<file path="config.mk">
export PLATFORM = sky130hd
export DESIGN_NAME = sl_fifo_write_arbiter
export DESIGN_NICKNAME = d
export VERILOG_FILES = /design/src/rtl/sl_pkg.sv /design/src/rtl/sl_rr_picker.sv /design/src/rtl/sl_fifo_write_arbiter.sv
export SDC_FILE = /design/constraint.sdc
export NUM_CORES = 1
export LEC_CHECK = 0
export CORE_MARGIN = 2
export CORE_UTILIZATION = 33
export CTS_CLUSTER_DIAMETER = 150
export CTS_CLUSTER_SIZE = 8
export DETAILED_ROUTE_END_ITERATION = 8
export PLACE_DENSITY = 0.86
export SETUP_SLACK_MARGIN = 0.2
export SLEW_MARGIN = 20
export SYNTH_ARGS = -nofsm -noshare
export SYNTH_HDL_FRONTEND = slang
export SYNTH_SLANG_ARGS = --single-unit
</file>
<file path="constraint.sdc">
create_clock -name pclk -period 2.3 [get_ports pclk]
set_input_delay 0.23 -clock pclk [delete_from_list [all_inputs] [get_ports pclk]]
set_output_delay 0.23 -clock pclk [all_outputs]
set_load 0.01 [all_outputs]
</file>
<file path="src/rtl/sl_pkg.sv">
// Shared SL transceiver constants: FIFO word modifiers, widths and the
// write-arbiter state encoding.
package sl_pkg;

   localparam logic [1:0] SL_MOD_CONFIG  = 2'd0;
   localparam logic [1:0] SL_MOD_DATA    = 2'd1;
   localparam logic [1:0] SL_MOD_STATUS  = 2'd2;
   localparam logic [1:0] SL_MOD_CHANNEL = 2'd3;

   localparam int SL_FIFO_WIDTH = 34;

   localparam int ARB_IDLE_B  = 0;
   localparam int ARB_WRITE_B = 1;
   localparam int ARB_GUARD_B = 2;

   typedef enum logic [2:0] {
      ARB_IDLE  = 3'b001,
      ARB_WRITE = 3'b010,
      ARB_GUARD = 3'b100
   } arb_state_e;

endpackage

</file>
<file path="src/rtl/sl_rr_picker.sv">
// Rotate-priority encoder: first set request searching upward from
// last+1 modulo N. Shared by the SL FIFO write and read sides.
module sl_rr_picker #(
   parameter int N  = 3,
   parameter int IW = $clog2(N)
) (
   input  logic [N-1:0]  req,
   input  logic [IW-1:0] last,
   output logic [N-1:0]  win_oh,
   output logic [IW-1:0] win_idx,
   output logic          any
);

   // Walk offsets from farthest to nearest so the nearest set bit wins.
   always_comb begin
      win_oh  = '0;
      win_idx = '0;
      for (int k = N; k >= 1; k--) begin
         if (req[(int'(last) + k) % N]) begin
            win_oh = '0;
            win_oh[(int'(last) + k) % N] = 1'b1;
            win_idx = IW'((int'(last) + k) % N);
         end
      end
      any = |req;
   end

endmodule

</file>
<file path="src/rtl/sl_fifo_write_arbiter.sv">
// Round-robin arbiter sharing the SL async-FIFO write port.
// Define SL_ARB_STRICT_PRIO_EN to give requester 0 absolute priority.
module sl_fifo_write_arbiter
   import sl_pkg::*;
#(
   parameter int NUM_REQ    = 3,
   parameter int DATA_WIDTH = SL_FIFO_WIDTH,
   parameter int ID_WIDTH   = $clog2(NUM_REQ)
) (
   input  logic                          pclk,
   input  logic                          preset_n,
   input  logic [NUM_REQ-1:0]            req_valid,
   input  logic [NUM_REQ*DATA_WIDTH-1:0] req_data,
   output logic [NUM_REQ-1:0]            req_ready,
   input  logic                          fifo_write_full,
   output logic [DATA_WIDTH-1:0]         fifo_write_data,
   output logic                          fifo_write_inc,
   output logic [ID_WIDTH-1:0]           grant_id,
   output logic                          busy
);

   arb_state_e            state;
   logic [ID_WIDTH-1:0]   last_grant;
   logic [NUM_REQ-1:0]    pick_req;
   logic [NUM_REQ-1:0]    pick_oh;
   logic [ID_WIDTH-1:0]   pick_idx;
   logic                  pick_any;
   logic [NUM_REQ-1:0]    sel_oh;
   logic [ID_WIDTH-1:0]   sel_idx;
   logic [DATA_WIDTH-1:0] sel_data;
   logic                  upd_last;
   logic                  grant;

`ifdef SL_ARB_STRICT_PRIO_EN
   // Requester 0 bypasses the pointer; the rest rotate among themselves.
   assign pick_req = {req_valid[NUM_REQ-1:1], 1'b0};

   always_comb begin
      if (req_valid[0]) begin
         sel_oh  = '0;
         sel_oh[0] = 1'b1;
         sel_idx = '0;
      end else begin
         sel_oh  = pick_oh;
         sel_idx = pick_idx;
      end
   end

   assign upd_last = (sel_idx != '0);
`else
   assign pick_req = req_valid;
   assign sel_oh   = pick_oh;
   assign sel_idx  = pick_idx;
   assign upd_last = 1'b1;
`endif

   sl_rr_picker #(
      .N  (NUM_REQ),
      .IW (ID_WIDTH)
   ) u_picker (
      .req     (pick_req),
      .last    (last_grant),
      .win_oh  (pick_oh),
      .win_idx (pick_idx),
      .any     (pick_any)
   );

   assign sel_data  = req_data[int'(sel_idx)*DATA_WIDTH +: DATA_WIDTH];
   assign grant     = (state == ARB_IDLE) & (|req_valid) & ~fifo_write_full;
   assign req_ready = grant ? sel_oh : '0;

   always_ff @(posedge pclk or negedge preset_n) begin
      if (!preset_n) begin
         state           <= ARB_IDLE;
         last_grant      <= ID_WIDTH'(NUM_REQ - 1);
         fifo_write_data <= '0;
         fifo_write_inc  <= 1'b0;
         grant_id        <= '0;
         busy            <= 1'b0;
      end else begin
         case (state)
            ARB_IDLE: begin
               if (grant) begin
                  fifo_write_data <= sel_data;
                  fifo_write_inc  <= 1'b1;
                  grant_id        <= sel_idx;
                  busy            <= 1'b1;
                  state           <= ARB_WRITE;
                  if (upd_last)
                     last_grant <= sel_idx;
               end
            end
            ARB_WRITE: begin
               fifo_write_inc <= 1'b0;
               state          <= ARB_GUARD;
            end
            // Spacer so the FIFO full flag reflects the push before regranting.
            ARB_GUARD: begin
               busy  <= 1'b0;
               state <= ARB_IDLE;
            end
            default: begin
               fifo_write_inc <= 1'b0;
               busy           <= 1'b0;
               state          <= ARB_IDLE;
            end
         endcase
      end
   end

   logic unused_ok;
   assign unused_ok = pick_any;

endmodule
</file>
==> flow_summary.ini <==
[clocking]
tritoncts = built
clock_latency_ns = 0.30
clock_path_buffers = 2
cts_buffers = 5
clockRootBuffer = clkbuf_8
h-tree-depth = 2
clock-sinks = 42
path_clk_slew_ns = 0.08

[synth]
async_reset_ff_share_pct = 100
synth-edff-count = 0
synth_area_leaders = dfrtp_1 45%, o221a_1 15%, o22a_1 14%
syn_nets = 299
syn_avg_cell_area_um2 = 12.0
synth_top_area_share_pct = 44.7
synth.ff_latch_count = 42
ys.flop_type = dfrtp_1
synthDistinctLibCells = 38
synth_seq_area_share_pct = 47.0
syn-cell-area_um2 = 2240
ys.warnings.count = 0
synthesis.instances = 187
yosys.area.top_type = dfrtp_1

[finish]
insertedDiodeCount = 0
final_util_pct = 62.9
syn_to_final_growth_pct = 87.7
multi_input_area_um2 = 1150
final_nets = 470
fin_cells = 439
drive_gt1_share_pct = 18.7
fillers = 577
regArea_um2 = 1050

[global_route]
antenna_found_initial = 0
grt_start_max_net_pins = 43
grtUsageTotal_pct = 21.1
grt_overflow = 0
grt_pass1_wl_um = 12500
grt_pass1_vias = 2635

[placement]
place_inst = 427
pre_cts_ws_ns = -0.195
place.gp.congestion = 0.865
hpwl_um = 5840
port_buffers = 148

[drt]
drtAntennaViolNets = 0
viasPerCell = 5.43
drtIter0Drc = 80
dr.pass1.iters = 4
drt-total-wl_um = 7870
route.detailed.drc = 0
wl_per_cell_um = 17.9
vias = 2384

[timing]
slew_viol_final = 0
setup_violations = 34
worst_pin_slew_ns = 0.949
period_share_pct = 104
fmax_mhz = 419
rsz0062_at_grt = yes
slew_headroom_pct = 36.7
period_minus_slack_ns = 2.39
worst_slack_ns = -0.0887
hold_viol_final = 0
finalClockSkew_ns = 0.00334

[die]
io_pins = 149
coreArea_um2 = 6680
die_x_um = 86.4
chipHeight_um = 86.4
rows = 30
initial_utilization_pct = 33.5
dieArea_um2 = 7460

[flow_run]
drv_cap = 0

[power_and_ir_drop]
peakVddDrop_mv = 0.512
power.density_nw_per_um2 = 1260
p_int_mw = 3.45
seq_power_share_pct = 24.8
pwr-share-comb_pct = 64.3
p_switching_mw = 1.83
leakagePower_nw = 1.65
p_clk_share_pct = 10.9
p_sw_share_pct = 34.7

[setup_path]
cp_max_fo = 12
cp.arrival_ns = 2.57
critPathKind = flop to flop
end_kind = flop
worstSetupStartpointType = flop
worstPathRequired_ns = 2.49

[status]
status = finished with violations
violations = setup timing

[worst_hold_path]
hold_class = primary input to async pin
==> power groups by stage <==
| stage | clock network, mW | registers [mW] | logic (mW) |
|---|---|---|---|
| after global routing | 0.625 | 1.35 | 3.66 |
| final | 0.575 | 1.31 | 3.39 |
| after detailed placement | 0 | 1.32 | 3.16 |
| after CTS | 0.593 | 1.31 | 3.27 |
| after global placement | 0 | 1.31 | 3.12 |
| after floorplan | 0 | 1.46 | 1.57 |
==> flip-flops by register name, summed over array words and instances (netlist names) <==
signal,count
fifo_write_inc,1
last_grant,1
fifo_write_data,34
state,3
busy,1
grant_id,2
==> cell usage in the layout, fill, tap and decap left out, types with 2 or more instances in the layout <==
master	synthesis	routed
clkdlybuf4s50_1	0	144
dfrtp_1	40	40
o22a_1	35	35
o221a_1	30	30
buf_4	1	27
nand2_1	7	7
clkbuf_8	0	5
buf_2	3	4
inv_1	6	3
nand2b_1	5	3
a21oi_1	5	3
nor2_1	3	3
o221a_2	4	3
buf_12	0	3
inv_2	0	2
mux2_4	0	2
nand3b_1	2	2
a21oi_2	0	2
a21o_1	2	2
o22ai_1	2	2
o21ai_1	0	2
nand3_1	2	2
ha_1	4	2
clkinv_2	0	2
dfstp_2	2	2
==> layout make-up <==
cell class / instances / share of cell area (%)
Clock inverter: 3 / 0.952
Inverter: 7 / 0.714
Tap cell: 80 / 2.38
Sequential cell: 42 / 25.1
Timing Repair Buffer: 180 / 41.9
Clock buffer: 5 / 1.64
Multi-Input combinational cell: 122 / 27.4
==> layer usage <==
layer	part of all wire (%)	wire [um]	vias to the layer above	track usage [%]
met1	40	3150	1167	25.3
met4	2.3	182	0	8.10
met2	52	4100	98	36.4
met5	0	0	-	0
met3	5.5	434	17	5.14
li1	-	-	1102	-
==> cells by family (layout without fill, tap and decap cells) <==
logic type | count (synthesis) | count (layout) | share of synthesized area, %
flops | 42 | 42 | 47.0
mux | 3 | 3 | 1.45
compound gates | 91 | 91 | 37.9
buf+inv | 23 | 195 | 5.53
xor+xnor | 1 | 1 | 0.391
fa+ha+maj | 4 | 4 | 2.23
simple gates | 23 | 23 | 5.42
==> cells in the mapped netlist (all sizes together) (2+ instances only) <==
master and n:
dfrtp 40, o22a 35, o221a 34, buf 8, clkbuf 8, nand2 7, inv 6, a21oi 5
nand2b 5, ha 4, nor2 3, o21ai 3, a211oi 2, a21o 2, dfstp 2, mux2 2
nand3 2, nand3b 2, o22ai 2
==> worst max-delay path: stages, from the launching register on <==
cell and delay, ns:
dfstp_2 0.58, ha_4 0.23, mux2_4 0.32, a21o_1 0.19
a221o_1 0.30, a21bo_4 0.26, buf_12 0.15, o221a_2 0.24
==> final timing paths <==
| path | slack [ns] | end | from | cells after the start |
|---|---|---|---|---|
| worst max-delay path | -0.09 | fifo_write_data[33]$_DFFE_PN0P_ | last_grant[1]$_DFFE_PN1P_ | 7 |
| worst min-delay path | 0.08 | fifo_write_data[1]$_DFFE_PN0P_ | preset_n | 1 |
| worst max register to register | -0.09 | fifo_write_data[33]$_DFFE_PN0P_ | last_grant[1]$_DFFE_PN1P_ | 7 |
| worst min register to register | 0.50 | grant_id[1]$_DFFE_PN0P_ | grant_id[1]$_DFFE_PN0P_ | 2 |
| max in group asynchronous | 1.63 | fifo_write_data[15]$_DFFE_PN0P_ | preset_n | 1 |
| min in group pclk | 0.50 | grant_id[1]$_DFFE_PN0P_ | grant_id[1]$_DFFE_PN0P_ | 2 |
==> per-stage QoR <==
stage / setup TNS [ns] / total power, mW / instance area [um^2] / hold slack [ns]
final: -1.92 / 5.28 / 4200 / 0.0782
after global placement: -1.99 / 4.42 / 3990 / 0.430
after floorplan: 0 / 3.03 / 2270 / -0.0656
after detailed placement: -3.28 / 4.48 / 3990 / 0.443
after global routing: -4.63 / 5.64 / 4200 / 0.160
after CTS: -0.671 / 5.17 / 4140 / 0.111
==> repair_timing <==
item,4_1_cts,5_1_grt
setup endpoints to repair,39,39
hold buffers,0,0
cloned,0,1
setup buffers,1,2
resized for setup,25,7
pin swaps,4,2
Power figures use the tool's default switching activity.
==> patch 1: new RTL, config.mk and constraints unchanged <==
Change the parameter `NUM_REQ` from 3 to 5.
--- a/src/rtl/sl_fifo_write_arbiter.sv
+++ b/src/rtl/sl_fifo_write_arbiter.sv
@@ -5,3 +5,3 @@
 #(
-   parameter int NUM_REQ    = 3,
+   parameter int NUM_REQ    = 5,
    parameter int DATA_WIDTH = SL_FIFO_WIDTH,
Interface: changed (resized grant_id, req_data, req_ready and req_valid); port bits go from 149 to 222. No check against the original RTL was run, so the function may have changed too.
==> patch 1 against the original RTL <==
The run ends with hold timing, setup timing left; sequential cell count is 1 higher; die area is 150% higher; sequential share of layout area is 16 points lower; worst hold slack worse by 0.098 ns; worst setup slack worse by 2.1 ns; synthesized cell count grew to 3.6 times the old value; cell area grew to 2.7 times the old value; area after synthesis grew to 2.6 times the old value; final cell count grew to 3.1 times the old value; clock skew is 0.0068 ns higher; utilization is 3.9 points higher; routed wire length grew to 3.9 times the old value; largest cell class is now multi-input gates.
Power is left out: the tool's default activity adds up to more than one toggle a clock period on the data nets, which glitch-free logic cannot reach.
==> patch 1: results (changes against the original RTL) <==
* Skew final at 0.0102 ns (was 0.00334 ns)
* Most used DFF post-synth: dfrtp_1 (unchanged)
* Largest regs: fifo_write_data (34), grant_id (3), state (3) (was fifo_write_data (34), state (3), grant_id (2))
* CTS root buf: clkbuf_16 (was clkbuf_8)
* Failing checks: hold timing, setup timing (was setup timing)
* Synth Warn # at 0 (unchanged)
* Final wirelength at 31,000 um (was 7870 um)
* Clock slew at the register clock pins of the worst setup and hold paths at 0.08 ns (about the same)
* Vias in the first global route at 7,566 (was 2,635)
* Largest net degree at the start of global routing at 35 (was 43)
* # fillers at 1,190 (was 577)
* First-pass GRT wire length at 41,600 um (was 12,500 um)
* Final hold slack at -0.0202 ns (was 0.0782 ns)
* DRT iter0 DRCs at 639 (was 80)
* Synth async-reset ratio at 100% (unchanged)
* Max clock buf depth at 2 (unchanged)
* Final setup violation count at 43 (was 34)
* TritonCTS Buffers at 5 (unchanged)
* PortBufs at 221 (was 148)
* Mapped Nets at 883 (was 299)
* Vias per std cell at 5.93 (was 5.43)
* Gpl congestion at 0.978 (was 0.865)
* Drt pass-1 iters at 5 (was 4)
* Status: finished, violations left (unchanged)
* Worst-Skew Late Latency at 0.30 ns (about the same)
* CP arrival at 4.68 ns (was 2.57 ns)
* # H-tree levels at 2 (unchanged)
* Hpwl dp at 20,700 um (was 5840 um)
* Library cells used by synthesis at 87 (was 38)
* Nets at 1,322 (was 470)
* Total GRT Usage at 28.7% (was 21.1%)
* Worst hold path type: input pin to async pin (unchanged)
* Slew margin rel. at 51.5% (was 36.7%)
* Sequential cell area fraction in the yosys report at 18.6% (was 47.0%)
* Largest cells by area after synthesis: dfrtp_1 18%, mux2i_1 13%, a221oi_2 7.8% (was dfrtp_1 45%, o221a_1 15%, o22a_1 14%)
* Initial antenna violation count at 2 (was 0)
* Final worst setup slack at -2.18 ns (was -0.0887 ns)
* Final Hold Viols at 14 (was 0)
* Crit-path max FO at 7 (was 12)
* Layout cells sized above 1 at 40.6% (was 18.7%)
* Commonest cells in the netlist: 78 x mux2i_1, 47 x nand2_1, 42 x o22ai_1 (was 40 x dfrtp_1, 35 x o22a_1, 30 x o221a_1)
[patch 1: changes by cell type after synthesis, sizes merged, moves of 29 or more]
cell	change
mux2i	+77
nand2	+40
o22ai	+40
a221oi	+36
o221a	-34
nor2	+32
o22a	-32
o21ai	+31
buf	+29
[patch 1: final timing paths]
path                       slack [ns]         from                  end  cells past startpoint
max in group asynchronous        1.62     preset_n             state[0]                      2
min reg2reg                      0.54  grant_id[2]          grant_id[2]                      1
min in group pclk                0.54  grant_id[2]          grant_id[2]                      1
max reg2reg                     -2.18  grant_id[1]   fifo_write_data[8]                     23
min                             -0.02     preset_n  fifo_write_data[10]                      1
max                             -2.18  grant_id[1]   fifo_write_data[8]                     23
[patch 1: kinds of logic after synthesis]
family / Yosys count / share of synthesized area, %
XOR/XNOR: 9 / 2.01
multiplexers: 82 / 14.3
adder cells (fa/ha/maj): 26 / 5.62
flip-flops: 43 / 18.6
AO/OA/AOI/OAI: 247 / 34.9
AND/OR/NAND/NOR: 187 / 17.1
buffers and inverters: 85 / 7.56
[patch 1: cell type report]
type,count,share of cell area [%]
Antenna cell,1,0.0217
Clock buffer,5,1.09
Clock inverter,3,0.380
Inverter,30,1.04
Multi-Input combinational cell,551,44.7
Sequential cell,43,9.38
Tap cell,225,2.45
Timing Repair Buffer,487,41.0
[patch 1: worst max-delay path: stages (launching register included)]
cell and delay [ns]:
dfrtp_2 0.43, inv_2 0.10, buf_6 0.11, ha_4 0.21
buf_4 0.16, ha_4 0.15, inv_2 0.06, ha_4 0.19
or4bb_1 0.50, o211ai_1 0.13, buf_4 0.19, nand2_2 0.06
o22a_1 0.17, o32a_1 0.24, o31a_1 0.19, buf_6 0.16
buf_6 0.11, a32oi_4 0.26, buf_6 0.15, buf_6 0.13
buf_16 0.15, mux2i_1 0.08, buf_4 0.15, a221oi_2 0.29
[patch 1: metrics by stage]
| stage | TNS, ns | hold WS [ns] | cells | cell area (sq um) | utilization, % |
|---|---|---|---|---|---|
| floorplan | -85.49 | -0.0656 | 679 | 5980 | - |
| global route | -94.04 | 0.0346 | 1344 | 11500 | 66.8 |
| detailed placement | -89.00 | 0.323 | 1285 | 9790 | 56.8 |
| finish | -89.00 | -0.0202 | 1345 | 11500 | 66.8 |
| global placement | -87.84 | 0.308 | 1285 | 9790 | 56.8 |
| CTS | -84.82 | 0.00108 | 1321 | 10700 | 62.3 |
[patch 1: per-layer routing]
layer / global-route usage (%) / wire length [um]
met1: 36.0 / 11800
met2: 48.9 / 14800
met3: 5.82 / 2630
met4: 10.1 / 1670
met5: 0 / 13
[patch 1: timing repair]
item,CTS,global route
hold buffers,0,0
pin swaps,41,34
endpoints found under the hold margin,0,0
gates cloned,6,8
setup endpoints to repair,44,44
setup buffers,22,15
resized for setup,124,90
==> patch 2: new RTL, config.mk and constraints unchanged <==
Made on the original files. The 3 states of `arb_state_e` get a binary encoding in 2 bits.
--- a/src/rtl/sl_pkg.sv
+++ b/src/rtl/sl_pkg.sv
@@ -15,6 +15,6 @@
 
-   typedef enum logic [2:0] {
-      ARB_IDLE  = 3'b001,
-      ARB_WRITE = 3'b010,
-      ARB_GUARD = 3'b100
+   typedef enum logic [1:0] {
+      ARB_IDLE  = 2'd0,
+      ARB_WRITE = 2'd1,
+      ARB_GUARD = 2'd2
    } arb_state_e;
Check against the original RTL: no difference found for any inputs over 4 cycles, from zero or initial values and one cycle with preset_n low; so few cycles prove little.
==> patch 2 against the original RTL <==
Routed wire length grew 42%; area after synthesis grew 19%; total power grew 21%; die area grew 18%; sequential cell count shrank 1; worst setup slack gained 0.10 ns; cell area grew 17%; utilization grew 0.26 points; clock skew grew 0.0038 ns.
==> patch 2: results (changes against the original RTL) <==
* Status: finished, final reports clean (was finished, violations left)
* Skew final at 0.00716 ns (was 0.00334 ns)
* Leak Pwr at 1.89 nW (was 1.65 nW)
* Avg Synthesized Cell Area at 8.88 sq um (was 12.0 sq um)
* Total GRT Usage at 24.1% (was 21.1%)
* Maximum vdd drop at 0.783 mV (was 0.512 mV)
* Largest regs: fifo_write_data (34), grant_id (2), state (2) (was fifo_write_data (34), state (3), grant_id (2))
* Max stage delay on crit path at 0.55 ns (was 0.58 ns)
* Post-synthesis adder-cell area fraction at 1.88% (was 2.23%)
* DP Worst Slack at -0.249 ns (was -0.195 ns)
* Placed cell count at 562 (was 427)
* WL/cell at 18.8 um (was 17.9 um)
* Post-synthesis compound-gate area fraction at 33.6% (was 37.9%)
* Mux contribution to synthesized area at 1.17% (was 1.45%)
* Slew margin rel. at 37.0% (was 36.7%)
* Crit-path max FO at 4 (was 12)
* DRT iter0 DRCs at 185 (was 80)
* Commonest cells in the netlist: 40 x dfrtp_1, 35 x nand3_1, 35 x nor2_1, 35 x o2bb2ai_1, 34 x a31oi_1 (was 40 x dfrtp_1, 35 x o22a_1, 30 x o221a_1)
* # fillers at 662 (was 577)
* Nets at 600 (was 470)
* Hpwl dp at 7130 um (was 5840 um)
* Largest cells by area after synthesis: dfrtp_1 38%, o2bb2ai_1 12%, a31oi_1 8.0% (was dfrtp_1 45%, o221a_1 15%, o22a_1 14%)
* CP arrival at 2.06 ns (was 2.57 ns)
* Final wirelength at 11,100 um (was 7870 um)
* Layout cells sized above 1 at 22.9% (was 18.7%)
* XOR/XNOR Fraction of Synth Area at 0% (was 0.391%)
==> patch 2: changes by cell type in the layout (fill, tap and decap cells not counted), sizes merged, moves of 34 or more <==
cell / unedited run / this run
o21ai: 3 / 41
o2bb2ai: 1 / 35
o221a: 34 / 0
o22a: 35 / 0
==> patch 2: final timing paths <==
kind,cells after the start,startpoint,slack (ns),end
min reg2reg,1,state[1],0.46,state[1]
max reg2reg,12,last_grant[1],0.04,fifo_write_data[13]
min,1,preset_n,0.07,fifo_write_data[16]
max,8,last_grant[1],0.01,req_ready[0]
min in group pclk,1,state[1],0.46,state[1]
max in group asynchronous,1,preset_n,1.63,busy
==> patch 2: cell families (layout without fill, tap and decap cells) <==
logic type	Yosys count	count (layout)
adders and majority gates	4	4
and+or+nand+nor	89	89
buffers and inverters	37	224
DFF	41	41
muxes	3	3
AOI/OAI and AO/OA	126	128
==> patch 2: worst max-delay path: cells and delay by family (launching register included) <==
kind | cells | cell delay, ns
AOI/OAI and AO/OA | 3 | 0.36
DFF | 1 | 0.55
adders and majority gates | 1 | 0.17
muxes | 2 | 0.48
buffers and inverters | 2 | 0.21
==> patch 2: power by group <==
| group | switching (mW) | total [mW] | internal, mW |
|---|---|---|---|
| clock network | 0.255 | 0.466 | 0.211 |
| logic | 2.25 | 4.66 | 2.41 |
| registers | 0.193 | 1.25 | 1.06 |
==> patch 2: layout make-up <==
type / instances / area (sq um) / share of cell area [%]
inverters: 6 / 27.5 / 0.561
multi-input cells: 224 / 1570 / 32.1
clock buffers: 6 / 72.6 / 1.48
clock inverters: 2 / 10.0 / 0.204
repair buffers: 210 / 2070 / 42.1
flip-flops and latches: 41 / 1030 / 20.9
well taps: 102 / 128 / 2.60
==> patch 2: what timing repair did <==
action,in CTS,in global routing
buffers inserted,12,4
resized for setup,42,11
setup endpoints to repair,38,38
cloned,2,3
hold buffers,0,0
pin swaps,35,14
==> patch 2: metal layers <==
layer / vias to the layer above / share of wire, % / GRT usage [%] / wire (um)
li1: 1507 / - / - / -
met1: 1582 / 39 / 26.8 / 4310
met2: 170 / 50 / 44.0 / 5600
met3: 31 / 7.9 / 5.38 / 885
met4: 0 / 3.0 / 9.66 / 335
met5: - / 0 / 0 / 0
==> patch 2: metrics by stage <==
stage	util (%)	instance area [sq um]	total power, mW	hold WS, ns	TNS (ns)
2_1_floorplan	-	2670	3.18	-0.0656	0
3_5_place_dp	57.2	4450	4.94	0.425	-3.52
5_1_grt	63.2	4910	6.77	0.150	-0.219
6_report	63.2	4910	6.38	0.0742	0
4_1_cts	61.5	4770	6.00	0.101	0
3_3_place_gp	57.2	4450	4.84	0.408	-1.71
